[src/rtl/mem_arb_pkg.sv]
// Shared definitions for the data-memory bus arbiter.
// Holds the FSM state encoding, master IDs, bus widths and the latched
// command record used between arbitration and issue.
package mem_arb_pkg;
  localparam int ADDR_W = 32;
  localparam int DATA_W = 32;
  localparam int BE_W   = 4;
  localparam int LAT_W  = 4;  // MEM_LATENCY is limited to 1..15

  localparam logic M_CPU = 1'b0;
  localparam logic M_AUX = 1'b1;

  typedef enum logic [1:0] {IDLE, ISSUE, WAIT, DONE} state_e;

  typedef struct packed {
    logic [ADDR_W-1:0] addr;
    logic [DATA_W-1:0] wdata;
    logic              write;
    logic [BE_W-1:0]   be;
  } cmd_t;
endpackage

[src/rtl/mem_bus_arbiter_if.sv]
// Bus bundle for the arbiter: two requesting masters plus the RAM port.
// Modport slave is the arbiter side; modport master is the environment
// (CPU datapath, secondary master and RAM) side.
interface mem_bus_arbiter_if;
  import mem_arb_pkg::*;

  logic              iM0Req, iM0Write, oM0Done;
  logic [ADDR_W-1:0] iM0Addr;
  logic [DATA_W-1:0] iM0WData, oM0RData;
  logic [BE_W-1:0]   iM0BE;

  logic              iM1Req, iM1Write, oM1Done;
  logic [ADDR_W-1:0] iM1Addr;
  logic [DATA_W-1:0] iM1WData, oM1RData;
  logic [BE_W-1:0]   iM1BE;

  logic [ADDR_W-1:0] oMemAddress;
  logic [DATA_W-1:0] oMemWData, iMemRData;
  logic              oMemWE, oMemRE;
  logic [BE_W-1:0]   oMemBE;

  logic              oOwner, oCpuStall;

  modport slave (
    input  iM0Req, iM0Addr, iM0WData, iM0Write, iM0BE,
    output oM0Done, oM0RData,
    input  iM1Req, iM1Addr, iM1WData, iM1Write, iM1BE,
    output oM1Done, oM1RData,
    output oMemAddress, oMemWData, oMemWE, oMemRE, oMemBE,
    input  iMemRData,
    output oOwner, oCpuStall
  );

  modport master (
    output iM0Req, iM0Addr, iM0WData, iM0Write, iM0BE,
    input  oM0Done, oM0RData,
    output iM1Req, iM1Addr, iM1WData, iM1Write, iM1BE,
    input  oM1Done, oM1RData,
    input  oMemAddress, oMemWData, oMemWE, oMemRE, oMemBE,
    output iMemRData,
    input  oOwner, oCpuStall
  );
endinterface

[src/rtl/mem_arb_pick.sv]
// Combinational winner selection for the memory bus arbiter.
// Build option: MEM_ARB_ROUND_ROBIN_EN selects strict alternation on ties;
// otherwise fixed priority to M0 with a starvation bound for M1.
// Ports: req0/req1 requests, wait_cnt lost-arbitration count of M1,
// last_grant previous winner, grant winning master index.
module mem_arb_pick
  import mem_arb_pkg::*;
#(
  parameter int MAX_WAIT = 4,
  parameter int WAIT_W   = 3
) (
  input  logic              req0,
  input  logic              req1,
  input  logic [WAIT_W-1:0] wait_cnt,
  input  logic              last_grant,
  output logic              grant
);
`ifdef MEM_ARB_ROUND_ROBIN_EN
  logic unused_pick;
  assign unused_pick = ^wait_cnt;

  // Tie goes to whoever did not win last time.
  always_comb begin
    grant = M_CPU;
    if (req0 && req1) grant = ~last_grant;
    else if (req1)    grant = M_AUX;
  end
`else
  logic unused_pick;
  assign unused_pick = last_grant;

  // M1 wins alone, or once it has lost MAX_WAIT ties in a row.
  always_comb begin
    grant = M_CPU;
    if (req1 && (!req0 || wait_cnt == WAIT_W'(MAX_WAIT))) grant = M_AUX;
  end
`endif
endmodule

[src/rtl/mem_bus_arbiter.sv]
// Shares the data-memory port between the CPU datapath (M0) and a
// secondary master (M1). Each access runs IDLE -> ISSUE -> [WAIT] -> DONE.
// Build option: MEM_ARB_ROUND_ROBIN_EN (strict alternation on ties).
// Ports: iCLK clock, iRST synchronous active-low reset, bus arbiter-side
// bundle (master requests/completions, RAM port, owner and CPU stall).
module mem_bus_arbiter
  import mem_arb_pkg::*;
#(
  parameter int MEM_LATENCY = 1,
  parameter int MAX_WAIT    = 4
) (
  input  logic               iCLK,
  input  logic               iRST,
  mem_bus_arbiter_if.slave   bus
);
  localparam int WAIT_W = (MAX_WAIT < 1) ? 1 : $clog2(MAX_WAIT + 1);

  state_e              state, state_nxt;
  cmd_t                cmd;
  logic                owner, last_grant, grant, any_req, done0, done1;
  logic [WAIT_W-1:0]   wait_cnt;
  logic [LAT_W-1:0]    lat_cnt;
  logic [DATA_W-1:0]   rdata0, rdata1;

  assign any_req = bus.iM0Req | bus.iM1Req;

  mem_arb_pick #(.MAX_WAIT(MAX_WAIT), .WAIT_W(WAIT_W)) u_pick (
    .req0       (bus.iM0Req),
    .req1       (bus.iM1Req),
    .wait_cnt   (wait_cnt),
    .last_grant (last_grant),
    .grant      (grant)
  );

  // State register
  always_ff @(posedge iCLK) begin
    if (!iRST) state <= IDLE;
    else       state <= state_nxt;
  end

  // Next state
  always_comb begin
    state_nxt = state;
    case (state)
      IDLE:    if (any_req) state_nxt = ISSUE;
      ISSUE:   state_nxt = cmd.write ? DONE : WAIT;
      WAIT:    if (lat_cnt == '0) state_nxt = DONE;
      DONE:    state_nxt = IDLE;
      default: state_nxt = IDLE;
    endcase
  end

  // Command latch, counters and read-data capture
  always_ff @(posedge iCLK) begin
    if (!iRST) begin
      cmd        <= '0;
      owner      <= M_CPU;
      last_grant <= M_AUX;  // so M0 takes the first tie under alternation
      wait_cnt   <= '0;
      lat_cnt    <= '0;
      rdata0     <= '0;
      rdata1     <= '0;
    end else begin
      if (state == IDLE && any_req) begin
        cmd        <= (grant == M_AUX)
                      ? '{bus.iM1Addr, bus.iM1WData, bus.iM1Write, bus.iM1BE}
                      : '{bus.iM0Addr, bus.iM0WData, bus.iM0Write, bus.iM0BE};
        owner      <= grant;
        last_grant <= grant;
        if (grant == M_AUX)
          wait_cnt <= '0;
        else if (bus.iM1Req && wait_cnt != WAIT_W'(MAX_WAIT))
          wait_cnt <= wait_cnt + 1'b1;
      end
      if (state == ISSUE) lat_cnt <= LAT_W'(MEM_LATENCY - 1);
      if (state == WAIT) begin
        if (lat_cnt == '0) begin
          if (owner == M_AUX) rdata1 <= bus.iMemRData;
          else                rdata0 <= bus.iMemRData;
        end else begin
          lat_cnt <= lat_cnt - 1'b1;
        end
      end
    end
  end

  // Outputs; address/data/BE come straight from the command latch so they
  // stay stable through WAIT and read as zero after reset.
  always_comb begin
    done0           = (state == DONE) && (owner == M_CPU);
    done1           = (state == DONE) && (owner == M_AUX);
    bus.oMemAddress = cmd.addr;
    bus.oMemWData   = cmd.wdata;
    bus.oMemBE      = cmd.be;
    bus.oMemWE      = (state == ISSUE) &&  cmd.write;
    bus.oMemRE      = (state == ISSUE) && !cmd.write;
    bus.oM0Done     = done0;
    bus.oM1Done     = done1;
    bus.oM0RData    = rdata0;
    bus.oM1RData    = rdata1;
    bus.oOwner      = owner;
    bus.oCpuStall   = bus.iM0Req & ~done0;
  end
endmodule

[src/flat_wrapper.sv]
// flat-port wrapper written by rule: the top's interface ports become plain ports
module mem_bus_arbiter_flat import mem_arb_pkg::*;
#(
  parameter int MEM_LATENCY = 1,
  parameter int MAX_WAIT    = 4
)
  (iCLK, iRST, bus_iM0Req, bus_iM0Addr, bus_iM0WData, bus_iM0Write, bus_iM0BE, bus_oM0Done, bus_oM0RData, bus_iM1Req, bus_iM1Addr, bus_iM1WData, bus_iM1Write, bus_iM1BE, bus_oM1Done, bus_oM1RData, bus_oMemAddress, bus_oMemWData, bus_oMemWE, bus_oMemRE, bus_oMemBE, bus_iMemRData, bus_oOwner, bus_oCpuStall);
  mem_bus_arbiter_if bus_i ();
  input  logic iCLK;
  input  logic iRST;
  input wire logic [$bits(bus_i.iM0Req)-1:0] bus_iM0Req;
  input wire logic [$bits(bus_i.iM0Addr)-1:0] bus_iM0Addr;
  input wire logic [$bits(bus_i.iM0WData)-1:0] bus_iM0WData;
  input wire logic [$bits(bus_i.iM0Write)-1:0] bus_iM0Write;
  input wire logic [$bits(bus_i.iM0BE)-1:0] bus_iM0BE;
  output wire logic [$bits(bus_i.oM0Done)-1:0] bus_oM0Done;
  output wire logic [$bits(bus_i.oM0RData)-1:0] bus_oM0RData;
  input wire logic [$bits(bus_i.iM1Req)-1:0] bus_iM1Req;
  input wire logic [$bits(bus_i.iM1Addr)-1:0] bus_iM1Addr;
  input wire logic [$bits(bus_i.iM1WData)-1:0] bus_iM1WData;
  input wire logic [$bits(bus_i.iM1Write)-1:0] bus_iM1Write;
  input wire logic [$bits(bus_i.iM1BE)-1:0] bus_iM1BE;
  output wire logic [$bits(bus_i.oM1Done)-1:0] bus_oM1Done;
  output wire logic [$bits(bus_i.oM1RData)-1:0] bus_oM1RData;
  output wire logic [$bits(bus_i.oMemAddress)-1:0] bus_oMemAddress;
  output wire logic [$bits(bus_i.oMemWData)-1:0] bus_oMemWData;
  output wire logic [$bits(bus_i.oMemWE)-1:0] bus_oMemWE;
  output wire logic [$bits(bus_i.oMemRE)-1:0] bus_oMemRE;
  output wire logic [$bits(bus_i.oMemBE)-1:0] bus_oMemBE;
  input wire logic [$bits(bus_i.iMemRData)-1:0] bus_iMemRData;
  output wire logic [$bits(bus_i.oOwner)-1:0] bus_oOwner;
  output wire logic [$bits(bus_i.oCpuStall)-1:0] bus_oCpuStall;
  assign bus_i.iM0Req = bus_iM0Req;
  assign bus_i.iM0Addr = bus_iM0Addr;
  assign bus_i.iM0WData = bus_iM0WData;
  assign bus_i.iM0Write = bus_iM0Write;
  assign bus_i.iM0BE = bus_iM0BE;
  assign bus_oM0Done = bus_i.oM0Done;
  assign bus_oM0RData = bus_i.oM0RData;
  assign bus_i.iM1Req = bus_iM1Req;
  assign bus_i.iM1Addr = bus_iM1Addr;
  assign bus_i.iM1WData = bus_iM1WData;
  assign bus_i.iM1Write = bus_iM1Write;
  assign bus_i.iM1BE = bus_iM1BE;
  assign bus_oM1Done = bus_i.oM1Done;
  assign bus_oM1RData = bus_i.oM1RData;
  assign bus_oMemAddress = bus_i.oMemAddress;
  assign bus_oMemWData = bus_i.oMemWData;
  assign bus_oMemWE = bus_i.oMemWE;
  assign bus_oMemRE = bus_i.oMemRE;
  assign bus_oMemBE = bus_i.oMemBE;
  assign bus_i.iMemRData = bus_iMemRData;
  assign bus_oOwner = bus_i.oOwner;
  assign bus_oCpuStall = bus_i.oCpuStall;
  mem_bus_arbiter #(.MEM_LATENCY(MEM_LATENCY), .MAX_WAIT(MAX_WAIT)) u_core (.iCLK(iCLK), .iRST(iRST), .bus(bus_i));
endmodule
[config.mk]
export PLATFORM = sky130hd
export DESIGN_NAME = mem_bus_arbiter_flat
export DESIGN_NICKNAME = d
export VERILOG_FILES = /design/src/rtl/mem_arb_pkg.sv /design/src/rtl/mem_bus_arbiter_if.sv /design/src/rtl/mem_arb_pick.sv /design/src/rtl/mem_bus_arbiter.sv /design/src/flat_wrapper.sv
export SDC_FILE = /design/constraint.sdc
export NUM_CORES = 1
export LEC_CHECK = 0
export ABC_CLOCK_PERIOD_IN_PS = 1700
export CORE_UTILIZATION = 37
export CTS_BUF_LIST = sky130_fd_sc_hd__clkbuf_16
export CTS_CLUSTER_DIAMETER = 50
export DETAILED_ROUTE_END_ITERATION = 6
export PLACE_DENSITY = 0.77
export SYNTH_ARGS = -nofsm -noshare
export SYNTH_HDL_FRONTEND = slang
export SYNTH_HIERARCHICAL = 1
export SYNTH_SLANG_ARGS = --single-unit
export TNS_END_PERCENT = 10
[constraint.sdc]
create_clock -name iCLK -period 1.7 [get_ports iCLK]
set_input_delay 0.255 -clock iCLK [delete_from_list [all_inputs] [get_ports iCLK]]
set_output_delay 0.255 -clock iCLK [all_outputs]
set_load 0.1 [all_outputs]
==> summary.md <==
| Metric | Value |
|---|---|
| Reg power frac | 0.250 |
| Fin nets | about 1200 |
| ANT nets after route | 0 |
| WHS Path Cells | 3 |
| Vias per Instance | just under 5 |
| CP top delay family | buffers and inverters |
| Required time of the critical path | 2030 ps |
| Detailed placement HPWL | approximately 14000 um |
| Syn avg cell area | 8.63 um2 |
| Worst-case reg-to-reg path depth | 9 |
| Power per cell area | roughly 1700 nW/um2 |
| DR pass1 iterations | 4 |
| DIE AREA | around 18000 um2 |
| Clk buf depth | 2 |
| Int Pwr | about 10000 uW |
| # diodes | 0 |
| RR Endpoint | u_core/bus.oM1RData[12] |
| # DRC | 0 |
| Leakage | 0.00440 uW |
| Initial antenna violation count | 0 |
| Clk sink count | around 140 |
| Final slew viol count | 0 |
| Vias in the first global route | approximately 5800 |
| CTS H-tree lvls | 4 |
| Status | complete, no violations |
| Final cell count without fillers | between 1000 and 1500 |
| Vias | between 5000 and 6000 |
| CP Cell Sequence | inv_4 > ha_4 > nand2_2 > buf_4 > nor4_4 > buf_6 > clkbuf_16 > nand2_1 > a21oi_1 |
| R2R Setup Slk | between 7 and 8 ps |
| Unrepaired setup endpoints after global routing | true |
| Core area | approximately 17000 um2 |
| Clock Skew | around 15 ps |
| Netlist Area Pre-Place | approximately 6400 um2 |
| Worst Hold Class | input port to flip-flop |
| Rows | 47 |
| Die height | approximately 130 um |
| Global-route wire length before repair | approximately 29000 um |
| Final Cycle Share | 0.995 |
| Number of placed I/O pins | between 300 and 400 |
| Slew HR | 0.774 |
| Total GRT Usage | 0.208 |
| Global route overflow | 0 |
| DR iter-0 viols | 220 |
| Clock share of power | 0.187 |
| WP buf/inv | 4 |
| Fin. Hold Viols | 0 |
| Net switching power | roughly 9300 uW |
| CP endpoint kind | flip-flop |
| WS Path Type | flip-flop to flip-flop |
| Largest net degree at the start of global routing | 65 |
| Buffers on Ports | 311 |
| Fillers | approximately 1200 |
| RePlAce Congestion | 0.773 |
| Area grow syn2layout | 82.5% |
| CTS tree | done |
| Net Sw Frac | 0.474 |
| Crit path DAT | 2020 ps |
| Worst skew pair latency | a little over 400 ps |
| Clock slew at reported path FFs | around 60 ps |
| CTS Buf Count | 17 |
| Post-DR wirelength/cell | ~16 um |
| Hold path startpoint | bus_iMemRData[24] |
| Layout cells sized above 1 | 0.230 |
| CP startpoint kind | flip-flop |
| Mapped Cells | roughly 740 |
| DIE WIDTH | ~130 um |
| Starting density of the core | 0.380 |
| R2R Path Start | u_core/state[0] |
| Slew at the pin with the worst max-slew slack | approximately 340 ps |
| Fmax | between 500 and 600 MHz |
| Tmin final | ~1700 ps |
| Inst Count DP | 1178 |
| CTS Root Cell | clkbuf_16 |
| WL final | a little under 20000 um |
| Worst Path Max Fanout | 16 |
| Max Cap Viol | 0 |
| Maximum vdd drop | 0.906 mV |
| Worst path max stage delay | between 300 and 400 ps |
| Worst Hold End | u_core/bus.oM0RData[24] |
| Mapped Nets | about 920 |
| Finish-stage setup viols | 0 |
| Fin util | 0.694 |
| Combinational power share | 0.563 |
| YS warnings | 6 |
| Worst Setup SP | u_core/state[0] |
| CP max-delay cell | dfxtp_4 |
cell type report:
cell class	count	area (um2)	share of cell area
flip-flops and latches	143	2870	0.248
clock inverters	15	164	0.0141
well taps	220	275	0.0237
repair buffers	347	4970	0.428
multi-input cells	461	2840	0.245
inverters	11	46.3	0.00399
clock buffers	17	425	0.0367
metal layers:
layer	up-vias	share of wire	routed length, um	global-route usage
met5	-	0	0	0
li1	2937	-	-	-
met3	31	0.079	1510	0.0674
met2	254	0.52	9970	0.369
met4	0	0.023	440	0.0747
met1	2687	0.38	7330	0.232
layout by cell type, fill, tap and decap left out, drive strengths merged:
master	n
clkdlybuf4s50	173
buf	172
dfxtp	143
nand2	135
nor2	76
mux2i	70
a211oi	70
a21oi	69
clkbuf	19
inv	15
clkinv	9
ha	8
nor2b	3
o32ai	3
nor4	3
bufinv	2
nand2b	2
o21ai	2
and2	2
o21a	2
nor3b	2
or4	2
and3	1
xnor2	1
a31oi	1
nor3	1
o2bb2ai	1
o211ai	1
o31ai	1
nand3	1
nand4	1
xor2	1
or3	1
a21o	1
state kept, by name, indices dropped and copies added, names as in the netlist:
signal                  flops
u_core/bus.oOwner           1
u_core/bus.oMemBE           4
u_core/state                2
u_core/wait_cnt             3
u_core/bus.oMemAddress     32
u_core/bus.oM0RData        32
u_core/cmd                  1
u_core/lat_cnt              4
u_core/bus.oM1RData        32
u_core/bus.oMemWData       32
power groups by stage:
| stage | combinational [uW] | sequential, uW | clock [uW] |
|---|---|---|---|
| 6_report | 11100 | 4910 | 3680 |
| 5_1_grt | 11500 | 5000 | 3880 |
| 4_1_cts | 11100 | 4890 | 3740 |
| 3_5_place_dp | 11000 | 4950 | 0 |
| 3_3_place_gp | 10900 | 4900 | 0 |
| 2_1_floorplan | 6650 | 5530 | 0 |
how the worst max path moves through the flow:
stage / endpoint / slack (ps) / depth (start not counted)
after CTS: bus_oMemWE / 0.8 / 4
after global routing: u_core/bus.oM1RData[12] / -70 / 9
after floorplan: u_core/bus.oM1RData[1] / 10 / 6
after detailed placement: u_core/bus.oMemWData[4] / -300 / 7
after global placement: u_core/bus.oMemWData[29] / -210 / 7
final: u_core/bus.oM1RData[12] / 8 / 9
tightest hold or removal path: stages:
cell and delay [ps]:
clkdlybuf4s50_1 410, nand2_1 60, a21oi_1 50
metrics by stage:
| step | hold WS, ps | setup TNS, ps | area (um2) | total power [uW] | worst slack (ps) |
|---|---|---|---|---|---|
| global placement | 479 | -11680 | 10900 | 15800 | -210 |
| CTS | 399 | 0 | 11500 | 19700 | 0.845 |
| detailed placement | 484 | -13470 | 10900 | 16000 | -296 |
| floorplan | 373 | 0 | 6390 | 12200 | 14.4 |
| finish | 419 | 0 | 11600 | 19600 | 7.92 |
| global route | 426 | -364 | 11600 | 20400 | -71.2 |
timing repair:
item	4_1_cts	5_1_grt
setup endpoints to repair	7	80
cloned	0	2
endpoints found under the hold margin	0	0
resized for setup	8	12
pin swaps	0	4
setup buffers	0	2
hold buffers	0	0
(Power assumes the default switching activity.)
